===== src/rtl/fir_tap_buffer.sv =====
// FIR coefficient buffer: loads NB_TAPS taps from a valid/ready stream, then holds them.
// Optional macro FIR_TAP_BUFFER_REVERSE_EN stores arrival k in slot NB_TAPS-1-k.
module fir_tap_buffer #(
  parameter int unsigned NB_TAPS    = 8,
  parameter int unsigned DATA_WIDTH = 16
) (
  input  logic                          clk_i,
  input  logic                          rst_ni,
  input  logic                          clear_i,
  input  logic                          start_i,
  input  logic                          h_valid_i,
  output logic                          h_ready_o,
  input  logic [DATA_WIDTH-1:0]         h_data_i,
  output logic [NB_TAPS*DATA_WIDTH-1:0] taps_o,
  output logic                          taps_valid_o,
  output logic                          done_o
);

  localparam int unsigned CntW = $clog2(NB_TAPS);

  typedef enum logic [1:0] {StIdle, StLoad, StHold} state_e;

  state_e                state_q;
  logic [CntW-1:0]       cnt_q;
  logic [DATA_WIDTH-1:0] taps_q [NB_TAPS];
  logic                  done_q;
  logic                  taps_valid_q;
  logic                  last_tap;
  logic [CntW-1:0]       slot;

  assign last_tap = (cnt_q == CntW'(NB_TAPS - 1));

`ifdef FIR_TAP_BUFFER_REVERSE_EN
  assign slot = CntW'(NB_TAPS - 1) - cnt_q;
`else
  assign slot = cnt_q;
`endif

  assign h_ready_o    = (state_q == StLoad);
  assign taps_valid_o = taps_valid_q;
  assign done_o       = done_q;

  always_comb begin
    taps_o = '0;
    for (int unsigned i = 0; i < NB_TAPS; i++) begin
      taps_o[i*DATA_WIDTH +: DATA_WIDTH] = taps_q[i];
    end
  end

  always_ff @(posedge clk_i or negedge rst_ni) begin
    if (!rst_ni) begin
      state_q      <= StIdle;
      cnt_q        <= '0;
      done_q       <= 1'b0;
      taps_valid_q <= 1'b0;
      for (int unsigned i = 0; i < NB_TAPS; i++) taps_q[i] <= '0;
    end else if (clear_i) begin
      state_q      <= StIdle;
      cnt_q        <= '0;
      done_q       <= 1'b0;
      taps_valid_q <= 1'b0;
      for (int unsigned i = 0; i < NB_TAPS; i++) taps_q[i] <= '0;
    end else begin
      done_q <= 1'b0;
      unique case (state_q)
        StIdle: begin
          if (start_i) begin
            state_q <= StLoad;
            cnt_q   <= '0;
          end
        end
        // start_i is deliberately ignored here; only handshakes advance the load.
        StLoad: begin
          if (h_valid_i) begin
            for (int unsigned i = 0; i < NB_TAPS; i++) begin
              if (slot == CntW'(i)) taps_q[i] <= h_data_i;
            end
            if (last_tap) begin
              state_q      <= StHold;
              cnt_q        <= '0;
              done_q       <= 1'b1;
              taps_valid_q <= 1'b1;
            end else begin
              cnt_q <= cnt_q + 1'b1;
            end
          end
        end
        StHold: begin
          if (start_i) begin
            state_q      <= StLoad;
            cnt_q        <= '0;
            taps_valid_q <= 1'b0;
          end
        end
        default: begin
          state_q      <= StIdle;
          cnt_q        <= '0;
          taps_valid_q <= 1'b0;
        end
      endcase
    end
  end

endmodule

===== config.mk =====
export PLATFORM = sky130hd
export DESIGN_NAME = fir_tap_buffer
export DESIGN_NICKNAME = d
export VERILOG_FILES = /design/src/rtl/fir_tap_buffer.sv
export SDC_FILE = /design/constraint.sdc
export NUM_CORES = 1
export LEC_CHECK = 0
export CORE_MARGIN = 4
export CORE_UTILIZATION = 35
export DETAILED_ROUTE_END_ITERATION = 8
export GPL_TIMING_DRIVEN = 0
export HOLD_SLACK_MARGIN = 0.03
export PLACE_DENSITY = 0.72
export REMOVE_ABC_BUFFERS = 1
export SYNTH_ARGS = -nofsm -noshare
export SYNTH_HDL_FRONTEND = slang
export SYNTH_SLANG_ARGS = --single-unit

===== constraint.sdc =====
create_clock -name clk_i -period 2.3 [get_ports clk_i]
set_input_delay 0.46 -clock clk_i [delete_from_list [all_inputs] [get_ports clk_i]]
set_output_delay 0.46 -clock clk_i [all_outputs]
set_load 0.05 [all_outputs]

==> results of run 1 <==
[worst max-delay path: cells and delay by family]
family        cells  cell delay [ns]
mux               1             0.45
simple gates      1             0.89
buf+inv           1             0.71
[Yosys cell counts]
master | count | area (um^2)
a2bb2oi_1 | 1 | 8.760
ha_1 | 6 | 75.07
nor3_1 | 4 | 20.02
inv_2 | 1 | 3.750
buf_4 | 4 | 30.03
or3_1 | 5 | 31.28
a31oi_1 | 1 | 6.260
dfrtp_1 | 135 | 3378
or4_1 | 1 | 7.510
nand3b_1 | 1 | 7.510
buf_12 | 1 | 20.02
mux2i_1 | 98 | 980.9
clkbuf_1 | 18 | 67.56
a21oi_1 | 34 | 170.2
and4b_1 | 2 | 20.02
nor2b_1 | 1 | 6.260
nand2b_4 | 1 | 13.76
buf_6 | 3 | 33.78
o31ai_1 | 1 | 7.510
inv_1 | 3 | 11.26
nand4_2 | 2 | 25.02
nand2b_1 | 112 | 700.7
buf_1 | 2 | 7.510
mux2_2 | 1 | 11.26
nor2_1 | 5 | 18.77
nand4b_1 | 2 | 17.52
buf_2 | 8 | 40.04
nand2_1 | 67 | 251.5
[power by group through the flow]
stage | clock network [W] | registers (W) | logic (W)
global route | 0.00249 | 0.00241 | 0.000390
detailed placement | 0 | 0.00245 | 0.000367
global placement | 0 | 0.00245 | 0.000355
CTS | 0.00239 | 0.00241 | 0.000368
floorplan | 0 | 0.00251 | 0.000109
finish | 0.00233 | 0.00241 | 0.000363
[logic make-up (layout without fill, tap and decap cells)]
| family | count (synthesis) | after routing |
|---|---|---|
| AO/OA/AOI/OAI | 37 | 37 |
| adder cells (fa/ha/maj) | 6 | 6 |
| buffers and inverters | 40 | 190 |
| flip-flops | 135 | 135 |
| multiplexers | 99 | 99 |
| AND/OR/NAND/NOR | 203 | 203 |
[final cells by class]
type | instances | area share (%)
inverter | 4 | 0.1841
multi-input combinational | 345 | 29.26
sequential | 135 | 41.42
clock buffer | 23 | 5.738
tap | 220 | 3.375
clock inverter | 5 | 0.3375
timing repair buffer | 158 | 19.68
[stage by stage]
stage | setup slack, ns | util (%) | instance area, um^2 | instances | total power, W
floorplan | 0.1890 | - | 5773 | 484 | 0.002617
global placement | -4.374 | 45.43 | 7560 | 855 | 0.002809
detailed placement | -0.4178 | 45.85 | 7630 | 858 | 0.002820
CTS | 0.05493 | 49.00 | 8154 | 890 | 0.005168
global route | -0.01716 | 49.00 | 8155 | 890 | 0.005295
finish | 0.06984 | 49.00 | 8155 | 890 | 0.005105
[worst max path at each step]
stage	start	endpoint	slack, ns	depth (start not counted)
2_1_floorplan	cnt_q[1]	taps_o[83]	0.19	5
3_3_place_gp	rst_ni	taps_o[103]	-4.37	1
3_5_place_dp	h_valid_i	taps_o[56]	-0.42	4
4_1_cts	h_valid_i	taps_o[19]	0.05	4
5_1_grt	state_q[0]	taps_o[111]	-0.02	4
6_report	h_valid_i	taps_o[111]	0.07	3
[state kept, by name (all words and copies together), names as in the netlist]
register and flops:
state_q 2, done_o 1, cnt_q 3, taps_valid_o 1, taps_o 128
[routing by layer]
metal | GRT usage (%) | vias to the layer above | part of all wire (%)
li1 | - | 2003 | -
met1 | 21.56 | 2196 | 44
met2 | 29.06 | 143 | 50
met3 | 4.138 | 15 | 5.0
met4 | 4.686 | 0 | 1.1
met5 | 0 | - | 0
[repair_timing]
action / 4_1_cts / 5_1_grt
setup endpoints to repair: 17 / 7
gates cloned: 0 / 0
setup buffers: 4 / 0
resized for setup: 1 / 1
pin swaps: 0 / 0
==> results.json, run 1 <==
{
  "clockBufferDepth": 2,
  "antennaDiodeCount": 0,
  "worstMarginPinSlew_ns": 1.164,
  "tns_ns": 0,
  "die_h_um": 138.6,
  "dpl.hpwl_mm": 10.90,
  "p_int_w": 0.003928,
  "drtAntennaViolNets": 0,
  "slew_viol_final": 0,
  "hp-class": "in2async",
  "slowest_stage": "nand4_2",
  "layout-drive-gt1-share_pct": 5.970,
  "grt_overflow": 0,
  "cts_buffers": 17,
  "netlist_area_mm2": 0.005972,
  "grt_start_max_net_pins": 85,
  "remaining_drc_errors": 0,
  "place.gp.congestion": 0.7721,
  "final_nets": 688,
  "io_buffers": 151,
  "grt_usage_pct": 16.97,
  "synthMuxAreaShare_pct": 16.61,
  "max_freq_ghz": 0.4484,
  "critPathKind": "in2reg",
  "cpPeakStageDelay_ns": 0.89,
  "synth_top_family_by_area": "simple AND/OR/NAND/NOR gates",
  "comb_power_share_pct": 7.1,
  "clock-sinks": 135,
  "path_clk_slew_ns": 0.05,
  "powerDensity_mw_per_mm2": 626.0,
  "rows": 47,
  "cp_cell_sequence": "clkdlybuf4s50_1 -> nand4_2 -> mux2i_1",
  "core_mm2": 0.01664,
  "drt_wl_total_mm": 16.40,
  "synthDistinctLibCells": 28,
  "most-common-layout-cells": "clkdlybuf4s50_1 (148), dfrtp_1 (135), nand2b_1 (112)",
  "hold_viol": 0,
  "ys_ff_latch": 135,
  "clkPwrFrac_pct": 45.6,
  "cts_tree": "yes",
  "rr_startpoint": "state_q[0]",
  "hold_buffers": 0,
  "avgSynthCellArea_um2": 11.48,
  "r2r_cells": 4,
  "start_kind": "input port",
  "holdWs_ns": 0.04145,
  "clock-root-buffer": "clkbuf_16",
  "wl_per_cell_um": 18.42,
  "grt_first_pass_wirelength_mm": 25.84,
  "fillerInstances": 1497,
  "area_growth_pct": 36.56,
  "end_kind": "register",
  "ff2ff_setup_slack_ns": 0.13,
  "antenna_found_initial": 0,
  "start_util_pct": 35.88,
  "synth_compound_area_share_pct": 3.226,
  "dr.first_iter.drc_count": 229,
  "synthAdderAreaFrac_pct": 1.257,
  "period_share_pct": 96.96,
  "multi_input_area_mm2": 0.002386,
  "p_leak_nw": 3.891,
  "synth-xor-area-share_pct": 0,
  "dieArea_mm2": 0.01922,
  "ir_drop_uv": 444.8,
  "finalSetupViolCount": 0,
  "h-tree-depth": 4,
  "critical_path_peak_fanout": 16,
  "seqCellArea_mm2": 0.003378,
  "fin_crit_ns": 2.230,
  "drt_first_pass_iters": 5,
  "worstPathArrival_ns": 2.53,
  "clk_latency_ns": 0.40,
  "yosysWarnings": 0,
  "skew_ns": 0.008111,
  "r2r_end": "taps_o[111]",
  "io_pins": 152,
  "synthCells": 520,
  "drv_cap": 0,
  "seq_area_frac_synth_pct": 56.57,
  "status": "finished clean",
  "final_common_cell": "clkdlybuf4s50_1",
  "slew_headroom_pct": 22.37,
  "critPathRequiredTime_ns": 2.60,
  "synthSimpleGateAreaFrac_pct": 18.75,
  "seqPwrFrac_pct": 47.3,
  "viasPerCell": 4.896,
  "sw_frac_of_total_pct": 23.06,
  "dieWidth_um": 138.6,
  "grt_pass1_vias": 4608,
  "grt_setup_unrepaired": "yes",
  "vias": 4357,
  "power_switching_w": 0.001177
}
No activity file was read; power rests on OpenSTA's default activity.
==> inputs of run 2 (changes only) <==
- CORE_ASPECT_RATIO: default -> 1.1
==> run 2 against run 1 <==
  * Sequential power about the same
  * Critical endpoint is now taps_o[104]
  * First-iteration DRC count decreased by 10%
  * Highest routed layer unchanged
  * Critical path depth unchanged
  * Clock skew decreased by 0.00056 ns
==> results.json, run 2 (synthesized netlist as in run 1, its figures left out) <==
{
  "status": "finished clean",
  "final_common_cell": "clkdlybuf4s50_1",
  "dieWidth_um": 132.5,
  "hp-class": "in2async",
  "antennaDiodeCount": 0,
  "start_kind": "input port",
  "io_pins": 152,
  "fin_cells": 873,
  "path_clk_slew_ns": 0.05,
  "core_mm2": 0.01655,
  "grt_first_pass_wirelength_mm": 27.03,
  "remaining_drc_errors": 0,
  "p_leak_nw": 3.875,
  "rr_startpoint": "cnt_q[0]",
  "finalSetupViolCount": 0,
  "drt_first_pass_iters": 4,
  "critPathKind": "in2reg",
  "clock-root-buffer": "clkbuf_16",
  "dieArea_mm2": 0.01922,
  "max_freq_ghz": 0.4491,
  "drt_wl_total_mm": 16.68,
  "critical_path_peak_fanout": 16,
  "clock-sinks": 135,
  "largest_reg_flops": 128,
  "layout-drive-gt1-share_pct": 5.830,
  "wl_per_cell_um": 19.11,
  "grt_overflow": 0,
  "cts_tree": "yes",
  "powerDensity_mw_per_mm2": 630.1,
  "grt_usage_pct": 17.84,
  "fin_crit_ns": 2.227,
  "io_buffers": 151,
  "worstPathArrival_ns": 2.53,
  "final_nets": 687,
  "drv_cap": 0,
  "drtAntennaViolNets": 0,
  "tns_ns": 0,
  "period_share_pct": 96.81,
  "cts_buffers": 17,
  "skew_ns": 0.007550,
  "start_util_pct": 36.08,
  "clockBufferDepth": 2,
  "hold_viol": 0,
  "r2r_cells": 4,
  "dr.first_iter.drc_count": 205,
  "viasPerCell": 5.045,
  "clk_latency_ns": 0.41,
  "rows": 49,
  "vias": 4404,
  "most-common-layout-cells": "clkdlybuf4s50_1 (148), dfrtp_1 (135), nand2b_1 (112)",
  "die_h_um": 145,
  "ff2ff_setup_slack_ns": 0.12,
  "grt_start_max_net_pins": 79,
  "dpl.hpwl_mm": 11.06,
  "dp.cells": 842,
  "h-tree-depth": 4,
  "r2r_end": "taps_o[104]",
  "slew_viol_final": 0,
  "critPathRequiredTime_ns": 2.60,
  "antenna_found_initial": 0,
  "place.gp.congestion": 0.7683,
  "worstMarginPinSlew_ns": 1.103,
  "final_util_pct": 49.21,
  "grt_setup_unrepaired": "yes",
  "end_kind": "register",
  "slew_headroom_pct": 26.49,
  "ir_drop_uv": 439.7,
  "grt_pass1_vias": 4765,
  "area_growth_pct": 36.41
}
run 2: stage by stage:
stage	total power (W)	cell area, um^2	setup WS, ns	hold slack [ns]
after floorplan	0.002617	5773	0.1890	0.1644
after global placement	0.002810	7540	-4.338	0.5111
after detailed placement	0.002821	7606	-0.4267	0.4987
after CTS	0.005181	8137	0.008137	0.05389
after global routing	0.005341	8147	-0.04680	0.07751
final	0.005133	8147	0.07330	0.03316
run 2: critical path, cell delays in order:
cell and delay (ns):
clkdlybuf4s50_1 0.74, nand4_2 0.87, mux2i_1 0.44
run 2: power breakdown:
part / leakage, nW / total, W / switching [W] / internal, W
clock: 0.244 / 0.00236 / 0.000956 / 0.00140
combinational: 1.75 / 0.000364 / 0.000234 / 0.000130
sequential: 1.88 / 0.00241 / 0.0000160 / 0.00240
run 2: cell type report:
cell class	instances	area, um^2
fillers	1464	8407
flip-flops and latches	135	3378
multi-input cells	345	2395
repair buffers	157	1608
clock buffers	23	467.9
well taps	204	255.2
clock inverters	5	27.53
inverters	4	15.01
run 2: what timing repair did:
item / CTS / global route
resized for setup: 2 / 2
hold buffers: 0 / 0
cloned: 0 / 0
buffers inserted: 3 / 0
endpoints found under the setup margin: 15 / 17
run 2: worst max-delay path by stage:
stage | cells past startpoint | end | slack [ns] | startpoint
final | 3 | taps_o[104] | 0.07 | h_valid_i
after detailed placement | 4 | taps_o[26] | -0.43 | h_valid_i
after CTS | 3 | taps_o[47] | 0.008 | h_valid_i
after global routing | 4 | taps_o[104] | -0.05 | state_q[0]
after global placement | 1 | taps_o[86] | -4.34 | rst_ni
after floorplan | 5 | taps_o[83] | 0.19 | cnt_q[1]
run 2: per-layer routing:
layer / wire length, um / global-route usage [%] / part of all wire (%) / vias to the layer above
met3: 1013 / 5.263 / 6.1 / 28
li1: - / - / - / 1999
met2: 8318 / 29.93 / 50 / 154
met4: 327 / 6.289 / 2.0 / 0
met5: 0 / 0 / 0 / -
met1: 7020 / 21.93 / 42 / 2223
